`config.mk`:
```
export PLATFORM = sky130hd
export DESIGN_NAME = uart_tx_feeder_flat
export DESIGN_NICKNAME = d
export VERILOG_FILES = /design/src/rtl/uart_pkg.sv /design/src/rtl/uart_tx_feeder_if.sv /design/src/rtl/uart_sync_fifo.sv /design/src/rtl/uart_tx_feeder.sv /design/src/flat_wrapper.sv
export SDC_FILE = /design/constraint.sdc
export NUM_CORES = 1
export LEC_CHECK = 0
export CAP_MARGIN = 40
export CORE_UTILIZATION = 64
export CTS_CLUSTER_SIZE = 40
export DETAILED_ROUTE_END_ITERATION = 8
export GPL_TIMING_DRIVEN = 0
export PLACE_DENSITY_LB_ADDON = 0.2
export SLEW_MARGIN = 20
export SYNTH_ARGS = -nofsm -noshare
export SYNTH_HDL_FRONTEND = slang
export SYNTH_HIERARCHICAL = 1
export SYNTH_SLANG_ARGS = --single-unit
```
`constraint.sdc`:
```
create_clock -name sys_clk -period 5.7 [get_ports sys_clk]
set_input_delay 0.57 -clock sys_clk [delete_from_list [all_inputs] [get_ports sys_clk]]
set_output_delay 0.57 -clock sys_clk [all_outputs]
set_load 0.01 [all_outputs]
```
`src/rtl/uart_pkg.sv`:
```
// Shared constants and FSM state encoding for the UART transmit feeder.
package uart_pkg;

    localparam int UART_DW         = 8;
    localparam int ACK_TIMEOUT_DEF = 8;

    typedef enum logic [1:0] {
        ST_IDLE      = 2'd0,
        ST_START     = 2'd1,
        ST_WAIT_BUSY = 2'd2,
        ST_WAIT_DONE = 2'd3
    } feeder_state_e;

endpackage

```
`src/rtl/uart_tx_feeder_if.sv`:
```
// Host write port, status flags and transmitter handshake of the UART feeder.
interface uart_tx_feeder_if #(
    parameter int DEPTH = 16
);
    import uart_pkg::*;

    localparam int AW = $clog2(DEPTH);

    logic               wr_en;
    logic [UART_DW-1:0] wr_data;
    logic               full;
    logic               empty;
    logic [AW:0]        count;
    logic               overflow;
    logic               ack_err;
    logic               clr_err;
    logic               tx_xmit;
    logic [UART_DW-1:0] tx_data;
    logic               tx_done_in;

    modport master (
        output wr_en, wr_data, clr_err, tx_done_in,
        input  full, empty, count, overflow, ack_err, tx_xmit, tx_data
    );

    modport slave (
        input  wr_en, wr_data, clr_err, tx_done_in,
        output full, empty, count, overflow, ack_err, tx_xmit, tx_data
    );

endinterface

```
`src/rtl/uart_sync_fifo.sv`:
```
// Byte FIFO with AW+1 bit pointers; the extra MSB separates full from empty.
module uart_sync_fifo
    import uart_pkg::*;
#(
    parameter int DEPTH = 16,
    parameter int AW    = $clog2(DEPTH)
) (
    input  logic               sys_clk,
    input  logic               sys_rst,
    input  logic               i_wr_en,
    input  logic [UART_DW-1:0] i_wr_data,
    input  logic               i_pop,
    output logic [UART_DW-1:0] o_rd_data,
    output logic               o_full,
    output logic               o_empty,
    output logic [AW:0]        o_count,
    output logic               o_ovf
);

    localparam logic [AW:0] PTR_ONE = 1;

    logic [UART_DW-1:0] r_mem [DEPTH];
    logic [AW:0]        r_wr_ptr;
    logic [AW:0]        r_rd_ptr;
    logic               w_full;
    logic               w_empty;
    logic               w_push;

    assign w_full  = (r_wr_ptr[AW] != r_rd_ptr[AW]) &&
                     (r_wr_ptr[AW-1:0] == r_rd_ptr[AW-1:0]);
    assign w_empty = (r_wr_ptr == r_rd_ptr);
    // Full is judged before any same-cycle pop, so a write into a full FIFO is always dropped.
    assign w_push  = i_wr_en && !w_full;

    assign o_full    = w_full;
    assign o_empty   = w_empty;
    assign o_count   = r_wr_ptr - r_rd_ptr;
    assign o_ovf     = i_wr_en && w_full;
    assign o_rd_data = r_mem[r_rd_ptr[AW-1:0]];

    // NOTE: state registers use <= so every flop samples pre-edge values regardless of block order.
    always_ff @(posedge sys_clk or posedge sys_rst) begin
        if (sys_rst) begin
            r_wr_ptr <= '0;
            r_rd_ptr <= '0;
        end else begin
            if (w_push)
                r_wr_ptr <= r_wr_ptr + PTR_ONE;
            if (i_pop && !w_empty)
                r_rd_ptr <= r_rd_ptr + PTR_ONE;
        end
    end

    // NOTE: storage is not reset; cleared pointers make stale contents unreachable and keep it a plain RAM.
    always_ff @(posedge sys_clk) begin
        if (w_push)
            r_mem[r_wr_ptr[AW-1:0]] <= i_wr_data;
    end

endmodule

```
`src/rtl/uart_tx_feeder.sv`:
```
// Drains the byte FIFO into the UART transmitter one frame at a time and tracks errors.
module uart_tx_feeder
    import uart_pkg::*;
#(
    parameter int DEPTH       = 16,
    parameter int ACK_TIMEOUT = ACK_TIMEOUT_DEF
) (
    input  logic                  sys_clk,
    input  logic                  sys_rst,
    uart_tx_feeder_if.slave       bus
);

    localparam int AW = $clog2(DEPTH);
    localparam int TW = $clog2(ACK_TIMEOUT + 1);
    localparam logic [TW-1:0] TMO_ONE  = 1;
    localparam logic [TW-1:0] TMO_LAST = TW'(ACK_TIMEOUT - 1);

    feeder_state_e      r_state;
    feeder_state_e      w_state_next;
    logic [TW-1:0]      r_tmo_cnt;
    logic [TW-1:0]      w_tmo_next;
    logic               w_pop;
    logic               w_ack_set;
    logic               w_ovf_set;
    logic               w_empty;
    logic [UART_DW-1:0] w_fifo_rd_data;
    logic               r_tx_xmit;
    logic [UART_DW-1:0] r_tx_data;
    logic               r_overflow;
    logic               r_ack_err;

    uart_sync_fifo #(
        .DEPTH (DEPTH),
        .AW    (AW)
    ) u_fifo (
        .sys_clk   (sys_clk),
        .sys_rst   (sys_rst),
        .i_wr_en   (bus.wr_en),
        .i_wr_data (bus.wr_data),
        .i_pop     (w_pop),
        .o_rd_data (w_fifo_rd_data),
        .o_full    (bus.full),
        .o_empty   (w_empty),
        .o_count   (bus.count),
        .o_ovf     (w_ovf_set)
    );

    // NOTE: every output of this block gets a default first, so no branch can infer a latch.
    always_comb begin
        w_state_next = r_state;
        w_tmo_next   = r_tmo_cnt;
        w_pop        = 1'b0;
        w_ack_set    = 1'b0;
        unique case (r_state)
            ST_IDLE: begin
                if (!w_empty && bus.tx_done_in) begin
                    w_pop        = 1'b1;
                    w_state_next = ST_START;
                end
            end
            ST_START: begin
                w_tmo_next   = '0;
                w_state_next = ST_WAIT_BUSY;
            end
            ST_WAIT_BUSY: begin
                if (!bus.tx_done_in) begin
                    w_state_next = ST_WAIT_DONE;
                end else begin
                    // A start the transmitter never picks up is dropped, not retried.
                    w_tmo_next = r_tmo_cnt + TMO_ONE;
                    if (w_tmo_next == TMO_LAST) begin
                        w_ack_set    = 1'b1;
                        w_state_next = ST_IDLE;
                    end
                end
            end
            ST_WAIT_DONE: begin
                if (bus.tx_done_in)
                    w_state_next = ST_IDLE;
            end
            default: w_state_next = ST_IDLE;
        endcase
    end

    always_ff @(posedge sys_clk or posedge sys_rst) begin
        if (sys_rst) begin
            r_state   <= ST_IDLE;
            r_tmo_cnt <= '0;
            r_tx_xmit <= 1'b0;
            r_tx_data <= '0;
        end else begin
            r_state   <= w_state_next;
            r_tmo_cnt <= w_tmo_next;
            r_tx_xmit <= (w_state_next == ST_START);
            if (w_pop)
                r_tx_data <= w_fifo_rd_data;
        end
    end

    // Clear wins over a same-cycle set.
    always_ff @(posedge sys_clk or posedge sys_rst) begin
        if (sys_rst) begin
            r_overflow <= 1'b0;
            r_ack_err  <= 1'b0;
        end else if (bus.clr_err) begin
            r_overflow <= 1'b0;
            r_ack_err  <= 1'b0;
        end else begin
            if (w_ovf_set)
                r_overflow <= 1'b1;
            if (w_ack_set)
                r_ack_err <= 1'b1;
        end
    end

    assign bus.empty    = w_empty;
    assign bus.overflow = r_overflow;
    assign bus.ack_err  = r_ack_err;
    assign bus.tx_xmit  = r_tx_xmit;
    assign bus.tx_data  = r_tx_data;

endmodule

```
`src/flat_wrapper.sv`:
```
// flat-port wrapper written by rule: the top's interface ports become plain ports
module uart_tx_feeder_flat import uart_pkg::*;
#(
    parameter int DEPTH       = 16,
    parameter int ACK_TIMEOUT = ACK_TIMEOUT_DEF
)
  (sys_clk, sys_rst, bus_wr_en, bus_wr_data, bus_clr_err, bus_tx_done_in, bus_full, bus_empty, bus_count, bus_overflow, bus_ack_err, bus_tx_xmit, bus_tx_data);
  uart_tx_feeder_if #(.DEPTH(DEPTH)) bus_i ();
  input  logic sys_clk;
  input  logic sys_rst;
  input wire logic [$bits(bus_i.wr_en)-1:0] bus_wr_en;
  input wire logic [$bits(bus_i.wr_data)-1:0] bus_wr_data;
  input wire logic [$bits(bus_i.clr_err)-1:0] bus_clr_err;
  input wire logic [$bits(bus_i.tx_done_in)-1:0] bus_tx_done_in;
  output wire logic [$bits(bus_i.full)-1:0] bus_full;
  output wire logic [$bits(bus_i.empty)-1:0] bus_empty;
  output wire logic [$bits(bus_i.count)-1:0] bus_count;
  output wire logic [$bits(bus_i.overflow)-1:0] bus_overflow;
  output wire logic [$bits(bus_i.ack_err)-1:0] bus_ack_err;
  output wire logic [$bits(bus_i.tx_xmit)-1:0] bus_tx_xmit;
  output wire logic [$bits(bus_i.tx_data)-1:0] bus_tx_data;
  assign bus_i.wr_en = bus_wr_en;
  assign bus_i.wr_data = bus_wr_data;
  assign bus_i.clr_err = bus_clr_err;
  assign bus_i.tx_done_in = bus_tx_done_in;
  assign bus_full = bus_i.full;
  assign bus_empty = bus_i.empty;
  assign bus_count = bus_i.count;
  assign bus_overflow = bus_i.overflow;
  assign bus_ack_err = bus_i.ack_err;
  assign bus_tx_xmit = bus_i.tx_xmit;
  assign bus_tx_data = bus_i.tx_data;
  uart_tx_feeder #(.DEPTH(DEPTH), .ACK_TIMEOUT(ACK_TIMEOUT)) u_core (.sys_clk(sys_clk), .sys_rst(sys_rst), .bus(bus_i));
endmodule
```
==> results.md <==
* Status: finished, final reports clean
* Comb pwr share at 0.349
* Row count at 36
* Postcts setup bufs at 0
* Starting Density at 0.6636
* GRT Overall Usage at 0.2749
* First-pass GRT wire length at 19710 um
* Worst Path Max Fanout at 10
* Leading area contributor after synthesis: edfxtp_1
* Final Hold Fails at 0
* Clk pwr share at 0.271
* Initial antenna violation count at 0
* CP required at 5.13 ns
* Yosys reg bits at 155
* Ys Warns at 6
* Latest clock arrival within the worst-skew pair at 0.52 ns
* Wirelength per Cell at 23.22 um
* Crit path launch type: register
* Max-slew violation count at 0
* Antenna viol nets, final at 0
* Yosys cell types at 48
* Die Wd at 102.9 um
* Final Setup Violations at 0
* Worst reg2reg endpoint: u_core/u_fifo/r_mem[9][7]
* CTS Root Buffer Type: clkbuf_8
* Clock Path Buffers at 2
* Count leader, synth: edfxtp_1
* Crit path DAT at 3.29 ns
* Post_cts resized at 0
* Final min period at 3.857 ns
* Share of cells above drive strength 1 at 0.1556
* Diodes inserted at 0
* Internal power at 0.002627 W
* Worst setup path startpoint: u_core/u_fifo/r_rd_ptr[1]
* Max Clock Skew at 0.007900 ns
* Place WS at 2.177 ns
* Tcrit/Tclk final at 0.6767
* I/O Pins at 31
* Top cells by count, synth: edfxtp_1 (128), dfrtp_1 (27), mux2i_1 (24), nor2_1 (17), mux4_1 (16)
* Most area-consuming cells after synthesis: edfxtp_1 (59%), dfrtp_1 (10%), mux4_1 (6.5%), mux2i_1 (3.7%), mux4_2 (2.8%)
* H-Tree Level Count at 4
* Fin nets at 449
* Net Count, Synth at 399
* Core area at 0.009819 mm^2
* Post-Route Setup TNS at 0 ns
* CTS tree: yes
* Peak supply drop at 0.0003119 V
* Asr flop ratio synth at 0.1742
* Die area at 0.01059 mm^2
* Post-synth design cell area at 0.006516 mm^2
* Pre-Repair DR Iteration Count at 4
* Post-synth EDFFs at 128
* Fmax at 259.3 MHz
* Sw frac at 0.3334
* DR DRC count at 0
* Pin count of the biggest net entering global routing at 18
* DRT Wirelength at 13240 um
* Worst Tran Pin Value at 0.8277 ns
* Congestion Overflow GR at 0
* Clk sinks at 155
* Layout overhead on the synthesized area at 16.30%
* Die Y at 102.9 um
* RSZ-0062 raised after global routing: no
* Placer Congestion at 0.7803
* CTS Hold Bufs at 0
* Switching power at 0.001314 W
* Register area share after synthesis at 0.6935
* Total of max-cap violations at 0
* Setup slack, reg-to-reg at 2.10 ns
* Pleak at 2.736 nW
* Critical Path End: bus_count[4]
* Slowest-stage cell, CP: clkdlybuf4s50_1
* Crit end category: primary output
* Total CTS buffers at 17
* PortBufs at 30
* Hold crit path type: primary input to asynchronous set/reset pin
* CTS clk-pin slew, worst paths at 0.06 ns
* Mean Syn Cell Area at 17.42 um^2
* Slew HR at 0.4462
* Vias in the first global route at 3445
* Iteration-0 DRC count of the detailed router at 287
* Dominant synthesized flop cell: edfxtp_1
* Crit-path max cell delay at 0.55 ns
* Vias per cell at 6.304
* Detailed placement HPWL at 8483 um
* R2R depth at 8
* Final WS setup at 1.843 ns
* Beginning of the worst register-to-register path: u_core/u_fifo/r_rd_ptr[1]
* Share of the synthesized area in the top cell type at 0.5899
* Share of power burned in registers at 0.380
* Critical path class: register to primary output
* Critical path, cell by cell: buf_2 -> clkbuf_1 -> inv_1 -> fa_1 -> a21o_1 -> a21oi_1 -> xnor2_1 -> clkdlybuf4s50_1
* Post-Syn Instances at 374
* Pwr per Cell Area at 520.0 mW/mm^2
* Vias post-DR at 3593
[critical path, delay by kind of cell, from the launching register on]
family,cells,cell delay (ns)
buffers and inverters,4,1.46
adders and majority gates,1,0.48
AOI/OAI and AO/OA,2,0.36
DFF,1,0.34
xor gates and xnor gates,1,0.13
[logic make-up after synthesis]
logic type | count (synthesis) | share of synthesized area
buffers and inverters | 30 | 0.02323
adder cells (fa/ha/maj) | 12 | 0.02419
AO/OA/AOI/OAI | 48 | 0.05069
XOR/XNOR | 13 | 0.01747
AND/OR/NAND/NOR | 60 | 0.04800
flip-flops | 155 | 0.6935
multiplexers | 56 | 0.1429
[metrics by stage]
| step | hold WS (ns) | area [um^2] | util | cells | total power [W] |
|---|---|---|---|---|---|
| 3_5_place_dp | 0.4945 | 7003 | 0.7132 | 537 | 0.002859 |
| 4_1_cts | 0.3613 | 7571 | 0.7710 | 569 | 0.003940 |
| 6_report | 0.3592 | 7579 | 0.7718 | 570 | 0.003941 |
| 3_3_place_gp | 0.4863 | 6983 | 0.7111 | 537 | 0.002802 |
| 5_1_grt | 0.4188 | 7579 | 0.7718 | 570 | 0.004103 |
| 2_1_floorplan | 0.4102 | 6516 | - | 374 | 0.002366 |
[sequential cells by signal, summed over array words and instances, names as in the netlist, 2 cells and up]
register / cells
u_core/u_fifo/r_mem: 128
u_core/bus.tx_data: 8
u_core/u_fifo/r_rd_ptr: 5
u_core/u_fifo/r_wr_ptr: 5
u_core/r_tmo_cnt: 4
u_core/r_state: 2
[placed cells by master (no fill, tap or decap), drive strengths merged, types with 3 or more instances in the layout]
master | Yosys | final
xnor2 | 10 | 10
a32oi | 8 | 8
buf | 6 | 7
nand2 | 13 | 13
a22oi | 8 | 8
xor2 | 3 | 3
inv | 15 | 24
a21o | 3 | 3
clkbuf | 9 | 26
mux2 | 8 | 8
clkinv | 0 | 3
a21oi | 6 | 6
mux4 | 24 | 24
o21ai | 15 | 15
nor3 | 7 | 7
nor2 | 17 | 17
nand3 | 3 | 3
nand4 | 5 | 5
nand2b | 5 | 5
dfrtp | 27 | 27
mux2i | 24 | 24
ha | 11 | 11
clkdlybuf4s50 | 0 | 30
edfxtp | 128 | 128
[per-layer routing]
layer	part of all wire	vias to the layer above	global-route usage
met4	0.024	2	0.1083
met3	0.065	25	0.05356
met5	0.0033	-	0.03365
met2	0.50	155	0.4487
met1	0.41	1824	0.3678
li1	-	1587	-
[area by class of cell]
class                      count  area, um^2
timing repair buffer          31       307.8
clock buffer                  17       414.1
multi-input combinational    189        1866
fill                         582        2241
inverter                      15       56.30
sequential                   155        4519
buffer                        15       95.09
tap                          133       166.4
clock inverter                15       153.9
[power groups by stage]
stage               combinational (W)  clock, W  sequential [W]
floorplan                    0.000862         0         0.00150
global placement              0.00130         0         0.00150
finish                        0.00138   0.00107         0.00150
CTS                           0.00137   0.00108         0.00149
global route                  0.00146   0.00113         0.00151
detailed placement            0.00134         0         0.00152
[worst min-delay path by stage]
stage / endpoint / slack (ns)
2_1_floorplan: u_core/u_fifo/r_rd_ptr[0] / 0.41
5_1_grt: u_core/u_fifo/r_wr_ptr[1] / 0.42
4_1_cts: u_core/u_fifo/r_wr_ptr[1] / 0.36
3_5_place_dp: u_core/bus.tx_data[4] / 0.49
6_report: u_core/u_fifo/r_wr_ptr[1] / 0.36
3_3_place_gp: u_core/bus.overflow / 0.49
No activity file was read; power rests on OpenSTA's default activity.
